File: src/rtl/risci_mem_pkg.sv
// Shared types and constants for the memory arbiter.
//   state_e : arbiter FSM states (IDLE -> ACCESS -> RESP)
//   port_e  : which requester owns the current access
//   LEN_*   : RAM access length encodings
//   fwd_len : maps a requested length onto the length driven to the RAM
package risci_mem_pkg;

  typedef enum logic [1:0] {
    IDLE   = 2'd0,
    ACCESS = 2'd1,
    RESP   = 2'd2
  } state_e;

  typedef enum logic {
    PORT_I = 1'b0,
    PORT_D = 1'b1
  } port_e;

  localparam logic [1:0] LEN_BYTE = 2'd0;
  localparam logic [1:0] LEN_HALF = 2'd1;
  localparam logic [1:0] LEN_WORD = 2'd2;
  localparam logic [1:0] LEN_RSVD = 2'd3;

  // The reserved length encoding is treated as a full word.
  function automatic logic [1:0] fwd_len(input logic [1:0] len);
    return (len == LEN_RSVD) ? LEN_WORD : len;
  endfunction

endpackage

File: src/rtl/arb_wait_counter.sv
// Saturating starvation counter for the instruction port.
//   clk   : clock, rising edge
//   rst   : asynchronous active-low reset, clears count
//   inc   : increment by one, saturating at all-ones
//   clr   : clear to zero (wins over inc)
//   count : current count
module arb_wait_counter #(
  parameter int CNT_W = 4
) (
  input  logic             clk,
  input  logic             rst,
  input  logic             inc,
  input  logic             clr,
  output logic [CNT_W-1:0] count
);

  localparam logic [CNT_W-1:0] CNT_MAX = '1;

  logic [CNT_W-1:0] count_q;
  logic [CNT_W-1:0] count_d;

  always_comb begin
    count_d = count_q;
    if (clr) begin
      count_d = '0;
    end else if (inc && (count_q != CNT_MAX)) begin
      count_d = count_q + 1'b1;
    end
  end

  always_ff @(posedge clk or negedge rst) begin
    if (!rst) begin
      count_q <= '0;
    end else begin
      count_q <= count_d;
    end
  end

  assign count = count_q;

endmodule

File: src/rtl/mem_arbiter.sv
// Two-port (instruction fetch / data) arbiter in front of a single-port RAM.
// Every access is IDLE (decide) -> ACCESS (RAM strobe) -> RESP (ack + data).
// Data wins by default; the fetch port is forced through after MAX_WAIT
// consecutive losses.
//   clk, rst            : clock and asynchronous active-low reset
//   hlt                 : gates new grants only; an access in flight completes
//   i_req/i_addr        : fetch request; i_ack/i_rdata complete it
//   d_req/d_we/d_addr/
//   d_wdata/d_len       : data request; d_ack/d_rdata complete it
//   m_*                 : RAM side; m_rdata returns one cycle after m_re
//   busy                : high whenever the FSM is not idle
module mem_arbiter
  import risci_mem_pkg::*;
#(
  parameter int ADDR_W   = 32,
  parameter int DATA_W   = 32,
  parameter int MAX_WAIT = 4
) (
  input  logic              clk,
  input  logic              rst,
  input  logic              hlt,
  input  logic              i_req,
  input  logic [ADDR_W-1:0] i_addr,
  output logic              i_ack,
  output logic [DATA_W-1:0] i_rdata,
  input  logic              d_req,
  input  logic              d_we,
  input  logic [ADDR_W-1:0] d_addr,
  input  logic [DATA_W-1:0] d_wdata,
  input  logic [1:0]        d_len,
  output logic              d_ack,
  output logic [DATA_W-1:0] d_rdata,
  output logic [ADDR_W-1:0] m_addr,
  output logic              m_re,
  output logic              m_we,
  output logic [DATA_W-1:0] m_wdata,
  output logic [1:0]        m_len,
  input  logic [DATA_W-1:0] m_rdata,
  output logic              busy
);

  localparam logic [3:0] MAX_WAIT_C = 4'(MAX_WAIT);

  state_e            state_q, state_d;
  port_e             port_q;
  logic              is_write_q;
  logic [ADDR_W-1:0] m_addr_q;
  logic [DATA_W-1:0] m_wdata_q;
  logic [1:0]        m_len_q;
  logic              grant_i;
  logic              grant_d;
  logic [3:0]        wait_cnt;

  // Grant decision happens only in IDLE; ACCESS and RESP always advance,
  // so a dropped request or a late hlt cannot cut an access short.
  always_comb begin
    state_d = state_q;
    grant_i = 1'b0;
    grant_d = 1'b0;
    case (state_q)
      IDLE: begin
        if (!hlt && (i_req || d_req)) begin
          if (i_req && (!d_req || (wait_cnt >= MAX_WAIT_C))) begin
            grant_i = 1'b1;
          end else begin
            grant_d = 1'b1;
          end
          state_d = ACCESS;
        end
      end
      ACCESS:  state_d = RESP;
      RESP:    state_d = IDLE;
      default: state_d = IDLE;
    endcase
  end

  // Losing to data only counts as a wait when a fetch was actually pending.
  arb_wait_counter #(
    .CNT_W (4)
  ) u_wait_counter (
    .clk   (clk),
    .rst   (rst),
    .inc   (grant_d && i_req),
    .clr   (grant_i),
    .count (wait_cnt)
  );

  always_ff @(posedge clk or negedge rst) begin
    if (!rst) begin
      state_q    <= IDLE;
      port_q     <= PORT_I;
      is_write_q <= 1'b0;
      m_addr_q   <= '0;
      m_wdata_q  <= '0;
      m_len_q    <= LEN_BYTE;
    end else begin
      state_q <= state_d;
      if (grant_i) begin
        port_q     <= PORT_I;
        is_write_q <= 1'b0;
        m_addr_q   <= i_addr;
        m_wdata_q  <= '0;
        m_len_q    <= LEN_WORD;
      end else if (grant_d) begin
        port_q     <= PORT_D;
        is_write_q <= d_we;
        m_addr_q   <= d_addr;
        m_wdata_q  <= d_wdata;
        m_len_q    <= fwd_len(d_len);
      end
    end
  end

  // Strobes, acks and read data are decoded from registered state, so they
  // drop to zero the moment reset asserts.
  assign m_addr  = m_addr_q;
  assign m_wdata = m_wdata_q;
  assign m_len   = m_len_q;
  assign m_re    = (state_q == ACCESS) && !is_write_q;
  assign m_we    = (state_q == ACCESS) &&  is_write_q;
  assign i_ack   = (state_q == RESP) && (port_q == PORT_I);
  assign d_ack   = (state_q == RESP) && (port_q == PORT_D);
  assign i_rdata = (i_ack && !is_write_q) ? m_rdata : '0;
  assign d_rdata = (d_ack && !is_write_q) ? m_rdata : '0;
  assign busy    = (state_q != IDLE);

endmodule
File: config.mk
export PLATFORM = sky130hd
export DESIGN_NAME = mem_arbiter
export DESIGN_NICKNAME = d
export VERILOG_FILES = /design/src/rtl/risci_mem_pkg.sv /design/src/rtl/arb_wait_counter.sv /design/src/rtl/mem_arbiter.sv
export SDC_FILE = /design/constraint.sdc
export NUM_CORES = 1
export LEC_CHECK = 0
export CORE_MARGIN = 2
export CORE_UTILIZATION = 35
export CTS_CLUSTER_SIZE = 25
export DETAILED_ROUTE_END_ITERATION = 6
export PLACE_DENSITY = 0.81
export RECOVER_POWER = 100
export SYNTH_ARGS = -nofsm -noshare
export SYNTH_HDL_FRONTEND = slang
export SYNTH_SLANG_ARGS = --single-unit
File: constraint.sdc
create_clock -name clk -period 1.8 [get_ports clk]
set_clock_uncertainty 0.1 [all_clocks]
set_input_delay 0.27 -clock clk [delete_from_list [all_inputs] [get_ports clk]]
set_output_delay 0.27 -clock clk [all_outputs]
set_load 0.01 [all_outputs]
==> results of run 1 <==
-- final timing paths --
kind	end	start
worst max-delay path	i_rdata[5]	port_q
worst min-delay path	m_addr[20]	d_addr[20]
min in group asynchronous	m_addr[13]	rst
worst max register to register	m_len[0]	state_q[0]
max in group asynchronous	m_wdata[4]	rst
worst min register to register	m_wdata[11]	m_wdata[11]
-- per-layer routing --
layer	track usage, %	vias up	part of all wire, %	wire [microns]
met5	0	-	0	0
met3	6.66	29	7.6	1110
met1	25.3	1954	36	5200
met2	43.7	197	53	7740
li1	-	1907	-	-
met4	10.6	0	3.3	477
-- registers in the layout (all words and copies together), names as in the netlist --
| register | cells |
|---|---|
| is_write_q | 1 |
| m_addr | 32 |
| m_len | 2 |
| m_wdata | 32 |
| port_q | 1 |
| state_q | 2 |
| u_wait_counter.count | 4 |
-- stage by stage --
step                setup TNS, ps  utilization [%]  hold slack [ps]  std cells  total power [mW]
finish                     -10220             67.6              389        793              5.88
global route               -23230             67.6              389        793              6.23
CTS                        -11730             66.0              361        787              6.00
detailed placement         -18420             63.8              177        764              4.82
global placement           -14830             63.8              173        764              4.75
floorplan                       0                -             -126        367              3.31
-- worst min-delay path, delay by kind of cell --
kind                   cells  cell delay (ps)
buffers and inverters      1              390
AOI/OAI and AO/OA          2              150
-- where the power goes --
group | internal (mW) | total (mW) | leakage, nW | switching [mW]
sequential | 2.06 | 2.29 | 0.886 | 0.229
clock | 0.503 | 1.14 | 0.0827 | 0.636
combinational | 1.38 | 2.45 | 2.10 | 1.06
-- area by class of cell --
| type | instances | area (sq um) | share of cell area, % |
|---|---|---|---|
| well taps | 136 | 170 | 2.43 |
| clock buffers | 10 | 128 | 1.82 |
| inverters | 2 | 10.0 | 0.143 |
| repair buffers | 307 | 3050 | 43.5 |
| multi-input cells | 255 | 1750 | 24.9 |
| diodes | 3 | 7.51 | 0.107 |
| flip-flops and latches | 74 | 1850 | 26.4 |
| clock inverters | 6 | 42.5 | 0.607 |
-- synth_stat cells (all sizes together) --
library cell / count / area [sq um]
dfrtp: 74 / 1850
and2: 65 / 407
a21oi: 37 / 189
a22o: 35 / 307
a31oi: 35 / 219
nand3: 32 / 160
o21ai: 32 / 160
buf: 31 / 238
clkbuf: 6 / 22.5
and2b: 2 / 15.0
inv: 2 / 10.0
nor2b: 2 / 15.0
nor3b: 2 / 25.0
or2: 2 / 12.5
a21boi: 1 / 7.51
and3: 1 / 6.26
and3b: 1 / 8.76
ha: 1 / 12.5
mux2: 1 / 15.0
nand2: 1 / 11.3
nor3: 1 / 16.3
o211a: 1 / 17.5
or3b: 1 / 8.76
or4b: 1 / 13.8
-- cell families (layout without fill, tap and decap cells) --
kind of cell | Yosys count | in the layout
muxes | 1 | 1
other | 0 | 3
AOI/OAI and AO/OA | 141 | 142
adders and majority gates | 1 | 1
DFF | 74 | 74
buffers and inverters | 39 | 325
and+or+nand+nor | 111 | 111
-- repair_timing --
item,4_1_cts,5_1_grt
hold endpoints to repair,38,0
pin swaps,44,6
hold buffers,1,0
buffers inserted,2,3
endpoints found under the setup margin,69,106
cloned,4,1
gates resized for setup,342,54
==> key figures, run 1 <==
Status
  • Run status: finished, violations left
  • Failing checks: negative setup slack

CTS
  • Clock buffer depth: 2
  • Root Buffer Master: clkbuf_8
  • Worst skew pair latency: 340 ps
  • Total CTS buffers: 9
  • CTS tree: built
  • H-tree depth: 3
  • # clock sinks: 74
  • Clk slew on worst S/H paths: 90 ps

Routing
  • Remaining antenna violation count: 0
  • DR pass1 iterations: 4
  • Vias: 4087
  • WL final: 14500 microns
  • Routed WL per cell: 18.3 microns
  • DR vias/cell: 5.15
  • Drc violations: 0
  • Detailed Route Iter0 Violations: 211

Timing
  • Minimum clock period: ~2000 ps
  • PnR worst setup slack: -217 ps
  • Slew HR: between 30% and 40%
  • Setup repair after global routing missed its margin: true
  • Period utilization: 112%
  • Fin. max-slew vios: 0
  • Worst-Margin Slew: 965 ps
  • Endpoints failing hold: 0
  • Final setup fails: 85
  • Max Freq: ~0.5 GHz

Synthesis
  • Post-Synth XOR/XNOR Area: 0%
  • Post-synthesis adder-cell area fraction: 0.334%
  • Synth Cell Area: 3750 sq um
  • Synth Area in Simple Gates: 18.7%
  • Mux share of post-synthesis cell area: 0.401%
  • Post-synthesis compound-gate area fraction: a little under a quarter
  • Synth unique cells: 30
  • Yosys Warn Count: 0
  • Synthesized instance count: 367
  • Synthesized flop and latch total: 74
  • Syn Nets: 504
  • Sequential area share after synthesis: 49.4%
  • Largest family of logic cells by synthesized area: compound AO/OA/AOI/OAI gates
  • Mean Syn Cell Area: 10.2 sq um

GRT
  • Initial antenna violation count: 3
  • Total global routing overflow: 0
  • Largest net degree at the start of global routing: 40
  • Total GRT Usage: 23.9%
  • First-pass GRT wire length: 21300 microns
  • Vias in the first global route: 4173

Critical path
  • Worst Path Class, Setup: flop to primary output
  • Reg2reg path depth: 6
  • Critical Path End Type: primary output
  • Worst R2R Setup Slack: -50 ps
  • Slowest CP cell: dfrtp_1
  • Worst-path fanout max: 5
  • Cell mode on critical path: buf_6
  • Worst stage delay on the critical path: 400 ps
  • CP Launch Type: flop
  • Worst path cell trace: nor3b_2 -> and2b_2 -> buf_6 -> buf_8 -> and2_4 -> buf_6
  • WP data required: 1430 ps
  • Family with the most delay on the worst path: simple AND/OR/NAND/NOR gates
  • Arr. time, crit path: 1650 ps
  • Critical path buffers and inverters: 3
  • Worst path depth: 6

Final layout
  • Share of cells above drive strength 1: 27.1%
  • Fin area: 7010 sq um
  • Most common cell after layout, fill and taps aside: clkdlybuf4s50_1
  • Fillers: around 800
  • Most frequent cells in the layout: clkdlybuf4s50_1, dfrtp_1, dlygate4sd3_1, buf_6, and2_4
  • Final net count: approximately 800
  • Layout area overhead: 86.9%

Floorplanning
  • Initial core utilization: approximately 36%
  • Chip height: 107 microns
  • Row count: 37
  • Core area: around 10000 sq um
  • DIE AREA: 11600 sq um
  • Die Wd: 107 microns
  • IO Pins: 271

Power and ir drop
  • Leakage Power: 3.07 nW
  • Peak supply drop: around 0.46 mV
  • Pwr/cell area: 839 nW/um^2

Flow run
  • Max_cap viols: 0

Placed design
  • Port Buffers: 270
  • GPL Wtd Cong: between 0.9 and 1
  • Dpl ws: -265 ps
  • HPWL after detailed placement: 10400 microns
  • Area after DPL: 6610 sq um

Hold path
  • Hold path depth: 3
  • HP Class: input pin to flop
(Power assumes the default switching activity.)
==> inputs of run 2 (changes only) <==
Settings changed: CELL_PAD_IN_SITES_DETAIL_PLACEMENT from default to 1, CELL_PAD_IN_SITES_GLOBAL_PLACEMENT from default to 2, CORE_UTILIZATION 35 to 19, PLACE_DENSITY 0.81 to default, PLACE_DENSITY_LB_ADDON from default to 0.1, REMOVE_ABC_BUFFERS from default to 1, SETUP_SLACK_MARGIN from default to 0.4.
==> run 2 against run 1 <==
  * The flow still finishes with violations (negative setup slack)
  * Non-clock buffer count grew 36
  * Power grew 28%
  * Combinational power grew 29%
==> key figures, run 2 (synthesis gave the netlist of run 1 again) <==
CTS
  • Clk slew on worst S/H paths: 60 ps
  • H-tree depth: 3
  • # clock sinks: 74
  • CTS tree: built
  • Clock buffer depth: 2
  • Total CTS buffers: 9
  • Worst skew pair latency: around 330 ps
  • Root Buffer Master: clkbuf_16

Timing
  • Hold Worst Slack: 180 ps
  • Worst-Margin Slew: 602 ps
  • Period utilization: 114%
  • Slew HR: 59.9%
  • PnR worst setup slack: -259 ps
  • Setup TNS: -15160 ps
  • Endpoints failing hold: 0
  • Setup repair after global routing missed its margin: true
  • Fin. max-slew vios: 0
  • Max Freq: 0.486 GHz
  • Minimum clock period: 2060 ps
  • Final setup fails: 108

Routing
  • Drc violations: 0
  • Routed WL per cell: 20.9 microns
  • DR vias/cell: 4.57
  • Remaining antenna violation count: 0
  • DR pass1 iterations: 4
  • WL final: 20200 microns
  • Vias: 4416
  • Detailed Route Iter0 Violations: 81

GRT
  • Initial antenna violation count: 1
  • First-pass GRT wire length: 28600 microns
  • Total GRT Usage: between 15 and 20%
  • Vias in the first global route: 4597
  • Total global routing overflow: 0
  • Largest net degree at the start of global routing: 41

Power and ir drop
  • Gate power share: 41.9%
  • Leakage Power: 3.60 nW
  • Sw frac: a little under a third
  • Sequential Power Share: 30.8%
  • P_int: 5.15 mW
  • Peak supply drop: 0.359 mV
  • Overall power: 7.53 mW
  • Net Sw Power: 2.38 mW
  • Clock share of power: around 27%
  • Pwr/cell area: 891 nW/um^2

Status
  • Run status: finished, violations left
  • Failing checks: negative setup slack

Floorplanning
  • Initial core utilization: between 15 and 20%
  • Die Wd: 144 microns
  • Row count: 51
  • Chip height: 144 microns
  • IO Pins: around 270
  • Core area: 19400 sq um
  • DIE AREA: 20900 sq um

Final layout
  • Most common cell after layout, fill and taps aside: clkdlybuf4s50_1
  • Final net count: 832
  • Core Util, Final: 43.6%
  • Most frequent cells in the layout: clkdlybuf4s50_1, dfrtp_1, buf_6, clkdlybuf4s25_1, and2_4
  • Fillers: 2083
  • Fin cells: about 970
  • Fin area: 8460 sq um
  • Layout area overhead: 126%
  • Share of cells above drive strength 1: 35.3%

Critical path
  • Worst-path fanout max: 8
  • Arr. time, crit path: 1690 ps
  • Critical Path End Type: primary output
  • CP Launch Type: flop
  • Worst Path Class, Setup: flop to primary output
  • Reg2reg path depth: 8
  • WP data required: 1430 ps

Hold path
  • Hold path depth: 3
  • HP Class: input pin to flop

Placed design
  • Placed cells: 890
  • Dpl ws: -243 ps
  • Port Buffers: 270
  • HPWL after detailed placement: 12400 microns
  • GPL Wtd Cong: 0.713
  • Area after DPL: 6800 sq um

Flow run
  • Max_cap viols: 0
## run 2: cell count changes in the layout (fill, tap and decap cells not counted), sizes merged
| cell | delta |
|---|---|
| bufbuf | +1 |
| dlygate4sd3 | -63 |
| bufinv | +2 |
| o211a | +3 |
| dlygate4sd2 | +5 |
| clkdlybuf4s50 | -4 |
| buf | +36 |
| clkinv | +1 |
| clkinvlp | -2 |
| inv | +6 |
| clkdlybuf4s25 | +59 |
| clkbuf | +2 |
| diode | -2 |
## run 2: worst max-delay path: stages, from the launching register on
cell,delay [ps]
dfrtp_1,400
and3b_1,190
and2b_2,230
buf_6,140
buf_16,130
and2_4,160
buf_6,110
## run 2: path summary, 6_finish.rpt
kind                             startpoint          end  slack (ps)
worst max register to register   state_q[0]   m_wdata[4]         -50
worst min-delay path                  i_req    m_addr[0]         180
max in group asynchronous               rst  m_wdata[19]         220
worst max-delay path                 port_q  d_rdata[22]        -260
worst min register to register  m_wdata[12]  m_wdata[12]         410
min in group asynchronous               rst  m_wdata[30]         320
## run 2: area by class of cell
cell class | instances | area (sq um) | area share, %
well taps | 265 | 332 | 3.92
clock inverters | 6 | 97.6 | 1.15
inverters | 2 | 20.0 | 0.237
repair buffers | 343 | 3880 | 45.9
repair inverters | 7 | 108 | 1.27
diodes | 1 | 2.50 | 0.0296
clock buffers | 10 | 239 | 2.83
multi-input cells | 258 | 1930 | 22.8
flip-flops and latches | 74 | 1850 | 21.9
## run 2: per-layer routing
layer	GRT usage, %	vias up	part of all wire, %
li1	-	2016	-
met1	21.4	2174	38
met2	32.7	203	51
met3	5.76	23	9.1
met4	5.77	0	1.9
met5	0	-	0
## run 2: repair_timing
action,CTS,global route
resized for setup,488,102
setup buffers,24,8
cloned,25,1
pin swaps,48,10
endpoints found under the setup margin,208,184
hold endpoints to repair,16,0
hold buffers,1,0
## run 2: power groups by stage
stage               Combinational (mW)  Clock (mW)  Sequential (mW)
finish                            3.15        2.06             2.32
global route                      3.36        2.17             2.37
CTS                               2.97        2.11             2.31
detailed placement                2.57           0             2.34
global placement                  2.56           0             2.32
floorplan                        0.703           0             2.49
